<file path="config.mk">
export PLATFORM = sky130hd
export DESIGN_NAME = rf_scan_flat
export DESIGN_NICKNAME = d
export VERILOG_FILES = /design/src/rtl/rf_dbg_pkg.sv /design/src/rtl/rf_scan_if.sv /design/src/rtl/rf_scan_edge_rise.sv /design/src/rtl/rf_scan.sv /design/src/flat_wrapper.sv
export SDC_FILE = /design/constraint.sdc
export NUM_CORES = 1
export LEC_CHECK = 0
export CORE_MARGIN = 5
export CORE_UTILIZATION = 40
export DETAILED_ROUTE_END_ITERATION = 16
export GPL_TIMING_DRIVEN = 0
export PLACE_DENSITY_LB_ADDON = 0.1
export SLEW_MARGIN = 20
export SYNTH_ARGS = -nofsm -noshare
export SYNTH_HDL_FRONTEND = slang
export SYNTH_SLANG_ARGS = --single-unit
</file>
<file path="constraint.sdc">
create_clock -name clk -period 4.2 [get_ports clk]
set_input_delay 0.63 -clock clk [delete_from_list [all_inputs] [get_ports clk]]
set_output_delay 0.63 -clock clk [all_outputs]
set_load 0.02 [all_outputs]
</file>
<file path="src/rtl/rf_dbg_pkg.sv">
// Shared definitions for the register-file debug scanner and related board blocks.
package rf_dbg_pkg;
  localparam int NUM_REGS            = 32;
  localparam int IDX_W               = $clog2(NUM_REGS);
  localparam int STEP_CYCLES_DEFAULT = 50_000_000;

  typedef enum logic [1:0] {
    ST_IDLE = 2'd0,
    ST_ADDR = 2'd1,
    ST_HOLD = 2'd2
  } scan_state_t;
endpackage

</file>
<file path="src/rtl/rf_scan_if.sv">
// Read-port and display bus of the register-file scanner; master = scanner side.
interface rf_scan_if;
  import rf_dbg_pkg::*;

  logic [IDX_W-1:0] rf_addr_o;
  logic [31:0]      rf_data_i;
  logic [IDX_W-1:0] disp_idx_o;
  logic [31:0]      disp_data_o;
  logic             disp_valid_o;
  logic             wrap_o;

  modport master (
    output rf_addr_o,
    input  rf_data_i,
    output disp_idx_o,
    output disp_data_o,
    output disp_valid_o,
    output wrap_o
  );

  modport slave (
    input  rf_addr_o,
    output rf_data_i,
    input  disp_idx_o,
    input  disp_data_o,
    input  disp_valid_o,
    input  wrap_o
  );
endinterface

</file>
<file path="src/rtl/rf_scan_edge_rise.sv">
// Registered rising-edge detector for debounced board buttons; history clears on reset.
module edge_rise (
  input  logic clk,
  input  logic rst,
  input  logic d_i,
  output logic rise_o
);
  logic d_q;

  always_ff @(posedge clk) begin
    if (rst) begin
      d_q    <= 1'b0;
      rise_o <= 1'b0;
    end else begin
      d_q    <= d_i;
      rise_o <= d_i & ~d_q;
    end
  end
endmodule

</file>
<file path="src/rtl/rf_scan.sv">
// Walks a free register-file read port over x0..x31 and latches one register at a time
// for display; advance is timed (auto_i) or driven by step_i rising edges.
module rf_scan import rf_dbg_pkg::*; #(
  parameter int STEP_CYCLES = STEP_CYCLES_DEFAULT
) (
  input  logic          clk,
  input  logic          rst,
  input  logic          en_i,
  input  logic          auto_i,
  input  logic          step_i,
  rf_scan_if.master     bus,
  output scan_state_t   state_o
);
  localparam int               TICK_W    = (STEP_CYCLES > 1) ? $clog2(STEP_CYCLES) : 1;
  localparam logic [TICK_W-1:0] TICK_LAST = TICK_W'(STEP_CYCLES - 1);
  localparam logic [IDX_W-1:0]  IDX_LAST  = IDX_W'(NUM_REGS - 1);

  scan_state_t      state_q, state_d;
  logic [IDX_W-1:0] idx_q;
  logic [TICK_W-1:0] tick_q;
  logic             hit_q;
  logic             auto_q;
  logic             in_hold_q;
  logic             step_rise;
  logic             auto_chg;
  logic             step_ok;
  logic             advance;

  edge_rise u_step_edge (
    .clk    (clk),
    .rst    (rst),
    .d_i    (step_i),
    .rise_o (step_rise)
  );

  // Valid/ready is not used here: the display bus is a registered snapshot, and
  // disp_valid_o marks cycles where disp_idx_o and disp_data_o belong together.
  // A step edge counts only if it was sampled on an edge taken while already in HOLD.
  assign auto_chg = auto_i ^ auto_q;
  assign step_ok  = step_rise & in_hold_q;

  always_comb begin
    advance = 1'b0;
    if (state_q == ST_HOLD && en_i && !auto_chg)
      advance = auto_i ? hit_q : step_ok;
  end

  always_ff @(posedge clk) begin
    if (rst) state_q <= ST_IDLE;
    else     state_q <= state_d;
  end

  always_comb begin
    state_d = state_q;
    if (!en_i) begin
      state_d = ST_IDLE;
    end else begin
      unique case (state_q)
        ST_IDLE: state_d = ST_ADDR;
        ST_ADDR: state_d = ST_HOLD;
        ST_HOLD: if (advance) state_d = ST_ADDR;
        default: state_d = ST_IDLE;
      endcase
    end
  end

  assign state_o = state_q;

  always_ff @(posedge clk) begin
    if (rst) begin
      idx_q            <= '0;
      tick_q           <= '0;
      hit_q            <= 1'b0;
      auto_q           <= 1'b0;
      in_hold_q        <= 1'b0;
      bus.rf_addr_o    <= '0;
      bus.disp_idx_o   <= '0;
      bus.disp_data_o  <= '0;
      bus.disp_valid_o <= 1'b0;
      bus.wrap_o       <= 1'b0;
    end else begin
      auto_q     <= auto_i;
      in_hold_q  <= (state_q == ST_HOLD);
      hit_q      <= 1'b0;
      bus.wrap_o <= 1'b0;
      if (!en_i || state_q == ST_IDLE) begin
        // Display data is deliberately kept so the last value stays readable.
        idx_q            <= '0;
        tick_q           <= '0;
        bus.rf_addr_o    <= '0;
        bus.disp_valid_o <= 1'b0;
      end else if (state_q == ST_ADDR) begin
        bus.disp_data_o  <= bus.rf_data_i;
        bus.disp_idx_o   <= idx_q;
        bus.disp_valid_o <= 1'b1;
        tick_q           <= '0;
      end else if (state_q == ST_HOLD) begin
        if (advance) begin
          idx_q            <= idx_q + 1'b1;
          bus.rf_addr_o    <= idx_q + 1'b1;
          bus.disp_valid_o <= 1'b0;
          bus.wrap_o       <= (idx_q == IDX_LAST);
          tick_q           <= '0;
        end else if (auto_chg) begin
          tick_q <= '0;
        end else if (auto_i) begin
          // The hit is registered, so the period is STEP_CYCLES+1 HOLD cycles plus ADDR.
          tick_q <= (tick_q == TICK_LAST) ? '0 : tick_q + TICK_W'(1);
          hit_q  <= (tick_q == TICK_LAST);
        end
      end
    end
  end
endmodule
</file>
<file path="src/flat_wrapper.sv">
// flat-port wrapper written by rule: the top's interface ports become plain ports
module rf_scan_flat import rf_dbg_pkg::*;
#(
  parameter int STEP_CYCLES = STEP_CYCLES_DEFAULT
)
  (clk, rst, en_i, auto_i, step_i, state_o, bus_rf_addr_o, bus_rf_data_i, bus_disp_idx_o, bus_disp_data_o, bus_disp_valid_o, bus_wrap_o);
  rf_scan_if bus_i ();
  input  logic clk;
  input  logic rst;
  input  logic en_i;
  input  logic auto_i;
  input  logic step_i;
  output scan_state_t state_o;
  output wire logic [$bits(bus_i.rf_addr_o)-1:0] bus_rf_addr_o;
  input wire logic [$bits(bus_i.rf_data_i)-1:0] bus_rf_data_i;
  output wire logic [$bits(bus_i.disp_idx_o)-1:0] bus_disp_idx_o;
  output wire logic [$bits(bus_i.disp_data_o)-1:0] bus_disp_data_o;
  output wire logic [$bits(bus_i.disp_valid_o)-1:0] bus_disp_valid_o;
  output wire logic [$bits(bus_i.wrap_o)-1:0] bus_wrap_o;
  assign bus_rf_addr_o = bus_i.rf_addr_o;
  assign bus_i.rf_data_i = bus_rf_data_i;
  assign bus_disp_idx_o = bus_i.disp_idx_o;
  assign bus_disp_data_o = bus_i.disp_data_o;
  assign bus_disp_valid_o = bus_i.disp_valid_o;
  assign bus_wrap_o = bus_i.wrap_o;
  rf_scan #(.STEP_CYCLES(STEP_CYCLES)) u_core (.clk(clk), .rst(rst), .en_i(en_i), .auto_i(auto_i), .step_i(step_i), .bus(bus_i), .state_o(state_o));
endmodule
</file>
==> results.md, run 1 <==
- Post-CTS Setup Bufs: 0
- Synth Warn #: 0
- Total global routing overflow: 0
- Avg Inst Size Synth: 8.345 sq um
- Slowest-stage cell, CP: a21oi_1
- I/O pin count: 83
- Pre-CTS setup slack: around 1300 ps
- Clock buffer count from CTS: 9
- Clk_lat worst skew: 340 ps
- Nets: 529
- Post-Syn Area: 3279 sq um
- Setup Skew: 8.483 ps
- Critical Path Source Type: input port
- Max FO, Critical Path: 10
- R2R Setup Slk: 1790 ps
- Synth area leaders: dfxtp_1 47%, nand2_1 11%, a21oi_1 6.6%
- Worst setup path end: u_core.tick_q[18]$_SDFFE_PP0P_
- Tot GR Track Use: between 10% and 20%
- Vias in the first global route: 2932
- Max-slew violation count: 0
- Core area: 8093 sq um
- Crit path from: auto_i
- Post-CTS sizing: 0
- Hold Buf Count CTS: 0
- Distinct cells, synth: 43
- DP HPWL: 5.904 mm
- Total Die Area: 10110 sq um
- Met2 GRT Util: 25.89%
- Most common cell in the netlist: nand2_1
- Antenna cells: 0
- Port bufs: 81
- Die height: 100.5 microns
- Met1 Track Usage GR: 21.92%
- Synth cell count leaders: 94 x nand2_1, 77 x dfxtp_1, 43 x a21oi_1
- Final Hold Viols: 0
- Register area share after synthesis: about 47%
- Placed cell count: approximately 580
- Synth top area share: 47.00%
- Final setup viols: 0
- Crit share post-route: 58.79%
- Reg2Reg Launch Point: u_core.state_o[1]$_SDFFE_PP0P_
- DRT iter0 DRCs: 118
- Fillcell total: 785
- Synth Flop Type: dfxtp_1
- Detail Route Antenna Nets: 0
- EDFF count, synth: 0
- R2r worst-path depth: 7
- Area grow syn2layout: 34.99%
- GR met3 Demand/Resource: 5.606%
- Synthesized flop and latch total: 77
- Worst EP required: 4420 ps
- Final wirelength: 8.092 mm
- Leak: 1.430 nW
- FF-to-FF End: u_core.tick_q[18]$_SDFFE_PP0P_
- Initial antenna violation count: 0
- Clock Sinks: 77
- Setup total negative slack: 0 ps
- Worst setup margin: 1731 ps
- Max-Cap Viols: 0
- Worst Setup End Kind: flop
- Via count: 3025
- H-tree depth: 3
- Most used routing layer: met2
- Top cell type by total area after synthesis: dfxtp_1
- Fin crit period: 2469 ps
- Status: complete, no violations
- Min-Delay Path Class: flop to flop
- Max rail drop VDD: 0.1405 mV
- Arrival time worst endpoint: 2690 ps
- Core Rows: 33
- Slew of the pin with the lowest slew margin: 1023 ps
- Slew Limit Headroom: roughly 30%
- Syn Nets: 437
- F_max: 405.0 MHz
- Non-filler cells, final: just under 600
- Via/cell ratio: 5.093
- CTS Root Cell: clkbuf_8
- Starting density of the core: 40.52%
- Crit-path max cell delay: between 700 and 800 ps
- Clock slew at reported path FFs: around 70 ps
- Pre-antenna DRT Iters: 4
- First-pass GRT wire length: approximately 14 mm
- Layout cell share with drive strength beyond 1: ~4.7%
- Unrepaired setup endpoints after global routing: no
- WL per Instance: roughly 14 microns
- # DRC: 0
- Die W: 100.5 microns
- Critical path type: input port to flop
- CTS tree: built
- Worst-path cell chain: clkdlybuf4s50_1 > nand4bb_1 > a21oi_1 > a311oi_2 > a41oi_1 > a31oi_1
- Max Buffers Root-to-Sink: 2
- Asr flop ratio synth: 0%
- Largest net degree at the start of global routing: 13
- Mapped Cells: 393
- Pwr dens: ~320 nW/um^2
- Final Wtd Congestion: 0.8252
[stage by stage]
| step | instance area, sq um | hold WS, ps | power [mW] | util (%) |
|---|---|---|---|---|
| 2_1_floorplan | 3279 | 367.4 | 0.7936 | - |
| 4_1_cts | 4427 | 407.2 | 1.444 | 54.70 |
| 3_5_place_dp | 4222 | 379.6 | 0.8471 | 52.16 |
| 6_report | 4427 | 401.7 | 1.427 | 54.70 |
| 3_3_place_gp | 4222 | 372.8 | 0.8464 | 52.16 |
| 5_1_grt | 4427 | 422.8 | 1.497 | 54.70 |
[routing by layer]
| layer | routed length, microns | part of all wire, % |
|---|---|---|
| met1 | 3658 | 45 |
| met2 | 3862 | 48 |
| met3 | 505 | 6.2 |
| met4 | 65 | 0.80 |
| met5 | 0 | 0 |
[worst min path at each step]
stage | start | end | cells past startpoint
finish | u_core.u_step_edge.d_q$_SDFF_PP0_ | u_core.u_step_edge.rise_o$_SDFF_PP0_ | 1
global route | u_core.u_step_edge.d_q$_SDFF_PP0_ | u_core.u_step_edge.rise_o$_SDFF_PP0_ | 1
CTS | u_core.u_step_edge.d_q$_SDFF_PP0_ | u_core.u_step_edge.rise_o$_SDFF_PP0_ | 1
detailed placement | u_core.u_step_edge.d_q$_SDFF_PP0_ | u_core.u_step_edge.rise_o$_SDFF_PP0_ | 1
global placement | u_core.u_step_edge.d_q$_SDFF_PP0_ | u_core.u_step_edge.rise_o$_SDFF_PP0_ | 1
floorplan | u_core.u_step_edge.d_q$_SDFF_PP0_ | u_core.u_step_edge.rise_o$_SDFF_PP0_ | 1
[worst max-delay path, delay by kind of cell]
kind	cells	cell delay, ps
simple gates	1	250
compound gates	4	1320
buf+inv	1	500
[registers in the layout (all words and copies together) (netlist names)]
signal                     cells
u_core.bus.disp_data_o        32
u_core.tick_q                 26
u_core.bus.disp_idx_o          5
u_core.bus.rf_addr_o           5
u_core.state_o                 2
u_core.auto_q                  1
u_core.bus.disp_valid_o        1
u_core.bus.wrap_o              1
u_core.hit_q                   1
u_core.in_hold_q               1
u_core.u_step_edge.d_q         1
u_core.u_step_edge.rise_o      1
[report_power, final]
part / internal (mW) / switching (mW) / total, mW
clock: 0.332 / 0.265 / 0.598
combinational: 0.0487 / 0.0410 / 0.0898
sequential: 0.735 / 0.00417 / 0.740
[cell families after synthesis]
kind of cell | share of synthesized area, %
AND/OR/NAND/NOR | 30.52
flip-flops | 47.01
AO/OA/AOI/OAI | 10.19
XOR/XNOR | 5.876
buffers and inverters | 2.823
adder cells (fa/ha/maj) | 2.671
multiplexers | 0.9157
[cells in the final DEF, fill, tap and decap left out, types with 3 or more instances in the layout]
master | Yosys | final
a21oi_1 | 43 | 43
a31oi_1 | 4 | 4
and3_1 | 7 | 7
and4_1 | 5 | 5
buf_1 | 3 | 3
clkbuf_1 | 11 | 13
clkbuf_8 | 0 | 9
clkdlybuf4s50_1 | 0 | 81
dfxtp_1 | 77 | 77
ha_1 | 7 | 7
inv_1 | 4 | 4
mux2i_1 | 3 | 3
nand2_1 | 94 | 94
nand2b_1 | 3 | 3
nand3_1 | 17 | 17
nand4_1 | 12 | 12
nor2_1 | 35 | 35
nor2b_1 | 4 | 4
nor3_1 | 6 | 6
nor4_1 | 4 | 4
xnor2_1 | 14 | 14
xor2_1 | 8 | 8
[layout make-up]
type	instances	area [sq um]	share of cell area, %
Timing Repair Buffer	81	810.8	18.32
Clock inverter	4	73.82	1.668
Inverter	4	15.01	0.3392
Clock buffer	11	131.4	2.968
Buffer	18	77.57	1.752
Multi-Input combinational cell	294	1645	37.17
Sequential cell	77	1541	34.82
Tap cell	105	131.4	2.968
No activity file was read; power rests on OpenSTA's default activity.
==> inputs of run 2 (changes only) <==
- clock period: 4.2 -> 2.5 ns (I/O delays scaled with it)
==> run 2 against run 1 <==
  * Combinational power up 68%
  * Global-route usage unchanged
  * Sequential power grew 68%
  * Sequential share of layout area down 0.11 points
  * Wire length shrank 0.11%
  * Flip-flop and latch count is the same
  * Worst setup slack got worse by 1500 ps
  * Non-clock buffer count stayed put
  * Worst hold slack worse by 45 ps
  * Count of clock-buffer cells in the layout is the same
  * Total power is 68% higher
  * Critical endpoint unchanged
==> results.md, run 2 (synthesis gave the netlist of run 1 again) <==
- Setup Skew: ~9.2 ps
- Detail Route Antenna Nets: 0
- Total global routing overflow: 0
- Biggest regs: u_core.bus.disp_data_o: 32 flops, u_core.tick_q: 26 flops
- Worst Setup End Kind: flop
- Final Hold Viols: 0
- Max Buffers Root-to-Sink: 2
- Critical Path Source Type: flop
- Max-Cap Viols: 0
- Initial antenna violation count: 0
- Starting density of the core: 40.52%
- Max rail drop VDD: 0.2350 mV
- Total Die Area: 10110 sq um
- R2R Setup Slk: 230 ps
- Area grow syn2layout: 35.41%
- DRT iter0 DRCs: 133
- Core Rows: 33
- Final setup viols: 0
- Leak: 1.435 nW
- Largest Register: u_core.bus.disp_data_o
- Clk_lat worst skew: about 340 ps
- Fin crit period: 2271 ps
- Clock slew at reported path FFs: 70 ps
- WL per Instance: about 14 microns
- Max-slew violation count: 0
- Clock Sinks: 77
- Sequential share of power: 51.8%
- Pint: 1.876 mW
- Layout cell share with drive strength beyond 1: 4.908%
- Arrival time worst endpoint: 2540 ps
- Post-CTS Setup Bufs: 0
- Most frequent cells in the layout: 94 x nand2_1, 81 x clkdlybuf4s50_1, 77 x dfxtp_1
- Via count: 3012
- Via/cell ratio: approximately 5
- Die W: slightly above 100 microns
- Hold_ws: 357.0 ps
- Slew of the pin with the lowest slew margin: 1018 ps
- I/O pin count: 83
- F_max: 440.3 MHz
- R2r worst-path depth: 7
- Most common cell after layout, fill and taps aside: nand2_1
- Status: complete, no violations
- Clk pwr share: 41.9%
- Pwr dens: 539.8 nW/um^2
- Switching power: around 520 uW
- DP HPWL: 5.904 mm
- Pre-antenna DRT Iters: 4
- Clock buffer count from CTS: 9
- Largest net degree at the start of global routing: 13
- Max FO, Critical Path: 7
- Number of flip-flops in the largest register: 32
- Nets: 529
- Pre-CTS setup slack: -97.59 ps
- Tot GR Track Use: 16.70%
- CTS tree: built
- WHS Path Cells: 3
- Vias in the first global route: around 3000
- Min-Delay Path Class: input port to flop
- Final wirelength: 8.083 mm
- First-pass GRT wire length: 13.72 mm
- Comb pwr share: 6.3%
- Unrepaired setup endpoints after global routing: no
- Critical path type: flop to flop
- Worst EP required: between 2000 and 3000 ps
- Die height: 100.5 microns
- Crit share post-route: around nine tenths
- Worst setup margin: 229.0 ps
- CTS Root Cell: clkbuf_8
- Antenna cells: 0
- Sw Share: 21.74%
- H-tree depth: 3
- Final Wtd Congestion: 0.8252
- Slew Limit Headroom: 32.16%
- Port bufs: 81
- Core area: 8093 sq um
- # DRC: 0
[run 2: cell types whose count changed in the layout (fill, tap and decap cells not counted), sizes merged]
cell | before | now
clkbuf | 22 | 23
buf | 7 | 6
[run 2: worst max-delay path: stages (launching register included)]
cell and delay [ps]:
dfxtp_1 390, inv_1 80, ha_1 290, nor4b_4 510, nand3_1 190, a311oi_4 400, a41oi_1 180, a31oi_1 160
[run 2: through the flow]
stage / cells / TNS (ps) / total power [mW] / area, sq um / util, %
finish: 594 / 0 / 2.397 / 4441 / 54.87
detailed placement: 579 / -226.0 / 1.423 / 4222 / 52.16
global route: 594 / 0 / 2.514 / 4441 / 54.87
CTS: 594 / 0 / 2.426 / 4427 / 54.70
floorplan: 393 / 0 / 1.333 / 3279 / -
global placement: 579 / -122.1 / 1.422 / 4222 / 52.16
[run 2: timing repair]
item                       4_1_cts  5_1_grt
hold buffers                     0        0
resized for setup                0        3
setup endpoints to repair        0       22
[run 2: layer usage]
metal | routed length, microns | vias to the layer above | GRT usage [%]
li1 | - | 1535 | -
met5 | 0 | - | 0
met4 | 65 | 0 | 5.285
met2 | 3863 | 61 | 25.89
met1 | 3679 | 1408 | 21.92
met3 | 474 | 8 | 5.606
[run 2: final cells by class]
type	count	area, sq um
multi-input combinational	294	1658
clock buffer	11	131.4
fill	781	3652
clock inverter	4	73.82
tap	105	131.4
inverter	4	15.01
sequential	77	1541
timing repair buffer	81	810.8
buffer	18	78.83
[run 2: path summary, 6_finish.rpt]
path | from | to
min | en_i | u_core.hit_q$_SDFF_PP0_
min reg2reg | u_core.u_step_edge.d_q$_SDFF_PP0_ | u_core.u_step_edge.rise_o$_SDFF_PP0_
max reg2reg | u_core.state_o[1]$_SDFFE_PP0P_ | u_core.tick_q[18]$_SDFFE_PP0P_
max | u_core.state_o[1]$_SDFFE_PP0P_ | u_core.tick_q[18]$_SDFFE_PP0P_
[run 2: power groups by stage]
stage,Sequential [mW],Clock [mW],Combinational [mW]
after floorplan,1.28,0,0.0537
after global placement,1.27,0,0.151
after detailed placement,1.27,0,0.152
after CTS,1.24,1.03,0.153
after global routing,1.24,1.11,0.164
final,1.24,1.00,0.151
==> inputs of run 3 (changes only) <==
==> constraint.sdc (replaced) <==
create_clock -name clk -period 2.5 [get_ports clk]
set_input_delay 0.5 -clock clk [delete_from_list [all_inputs] [get_ports clk]]
set_output_delay 0.5 -clock clk [all_outputs]
set_load 0.02 [all_outputs]
==> results of run 3 <==
The final DEF is identical to that of run 2. Status: complete, no violations.
Main changes from that run: setup slack after placement -97.59 ps -> -222.6 ps; setup slack after layout 229.0 ps -> 189.3 ps; hold slack 357.0 ps -> 401.7 ps; start point of the critical path u_core.state_o[1]$_SDFFE_PP0P_ -> auto_i; end point of the worst hold path u_core.hit_q$_SDFF_PP0_ -> u_core.u_step_edge.rise_o$_SDFF_PP0_
==> RTL change, RTL diff (settings of run 3) <==
Change the package constant `STEP_CYCLES_DEFAULT` from 50_000_000 to 100_000_000.
--- a/src/rtl/rf_dbg_pkg.sv
+++ b/src/rtl/rf_dbg_pkg.sv
@@ -3,5 +3,5 @@
   localparam int NUM_REGS            = 32;
   localparam int IDX_W               = $clog2(NUM_REGS);
-  localparam int STEP_CYCLES_DEFAULT = 50_000_000;
+  localparam int STEP_CYCLES_DEFAULT = 100_000_000;
 
   typedef enum logic [1:0] {
Formal check against the unedited RTL: no difference found for any inputs over 10 cycles, from zero or initial values and one cycle with rst high; that may be too few to reach the edited logic, so the function may still have changed.
==> RTL change against run 3 <==
Final area down 2.1%. Critical path depth unchanged. Total power shrank 2.2%. Synthesized cell count is 1.0% lower. Worst setup slack worse by 23 ps. Largest power group unchanged. Wire length down 4.2%. First-iteration DRC count is 17% lower. Sequential cell count is 1 higher. Synthesized area fell by 2.5%.
==> RTL change: results (changes against run 3) <==
- # fillers: 742 (-5.0%)
- Crit path arrival time: 2570 ps (+40 ps)
- Avg WL per Cell: 13.2 um (-3.2%)
- First-pass GRT wire length: 12900 um (-6.1%)
- Starting DRC count in detailed routing: 110 (-17%)
- Met2 Wirelength: 3780 um (-2.3%)
- Metal3 WL: 395 um (-17%)
- HPWL Detailed: 5620 um (-4.7%)
- Largest net degree at the start of global routing: 14 (+1)
- Critical path's largest stage delay: 700 ps (-120 ps)
- Synth top cells by count: 95 x nand2_1, 78 x dfxtp_1, 45 x a21oi_1
- Adder-Cell Fraction of Synth Area: 2.35% (-0.32 points)
- Top cells by area, synth: dfxtp_1 49%, nand2_1 11%, a21oi_1 7.0%, nor2_1 4.9%, xor2_1 4.7%
- Syn nets: 432 (-1.1%)
- Via/cell ratio: 4.84 (-4.5%)
- Nets: 524 (-0.95%)
- Largest regs: u_core.bus.disp_data_o (32), u_core.tick_q (27)
- Cell family with most CP delay: simple AND/OR/NAND/NOR gates
- XOR/XNOR Fraction of Synth Area: 7.12% (+1.2 points)
- Synth unique cells: 38 (-12%)
- Vias in the first global route: 2718 (-7.3%)
- Mux contribution to synthesized area: 0.313% (-0.60 points)
- Maximum fanout along the worst path: 8 (-2)
- Status: complete, no violations
- Leakage: 0.00137 uW (-4.2%)
- Sequential share of the synthesized area: 48.8% (+1.8 points)
- Routed metal-1 wirelength: 3480 um (-5.5%)
- Global Route Usage Sum: 15.9% (-0.79 points)
- DP Worst Slack: -305 ps (-82.2 ps)
- Routability cong.: 0.837 (+1.4%)
- Maximum VDD drop: 308 uV (+31%)
- Rel. slew slack: 35.4% (+3.3 points)
- Synth Area in Compound Gates: 9.43% (-0.75 points)
-- RTL change: per-stage QoR --
step	std cells	instance area, sq um	power, uW	hold WS, ps	utilization, %
after floorplan	389	3200	1340	367	-
after global placement	572	4140	1430	376	53.2
after detailed placement	572	4140	1430	377	53.2
after CTS	588	4340	2380	389	55.8
after global routing	588	4350	2450	397	56.0
final	588	4350	2340	387	56.0
-- RTL change: power by group --
group          internal, uW  switching, uW  leakage, uW  total (uW)
combinational          78.1           62.6     0.000649         141
clock                   489            457    0.0000955         946
sequential             1250           6.59     0.000629        1260
-- RTL change: cell families after synthesis --
kind of cell | count (synthesis)
adder cells (fa/ha/maj) | 6
multiplexers | 1
flip-flops | 78
AO/OA/AOI/OAI | 56
AND/OR/NAND/NOR | 197
buffers and inverters | 25
XOR/XNOR | 26
-- RTL change: final timing paths --
| kind | startpoint | to | slack [ps] | depth (start not counted) |
|---|---|---|---|---|
| setup / recovery | en_i | u_core.tick_q[11] | 170 | 6 |
| hold / removal | u_core.u_step_edge.d_q | u_core.u_step_edge.rise_o | 390 | 1 |
| setup reg to reg | u_core.state_o[1] | u_core.tick_q[18] | 200 | 7 |
| hold reg to reg | u_core.u_step_edge.d_q | u_core.u_step_edge.rise_o | 390 | 1 |
-- RTL change: layer usage --
layer	up-vias	global-route usage, %
li1	1492	-
met1	1296	19.6
met2	52	27.2
met3	8	3.30
met4	0	6.30
met5	-	0
-- RTL change: layout make-up --
class	instances	area, sq um	share of cell area [%]
well taps	102	128	2.94
repair buffers	81	811	18.6
clock buffers	11	141	3.25
flip-flops and latches	78	1560	35.9
plain buffers	15	58.8	1.35
clock inverters	5	58.8	1.35
inverters	10	37.5	0.863
multi-input cells	286	1550	35.7
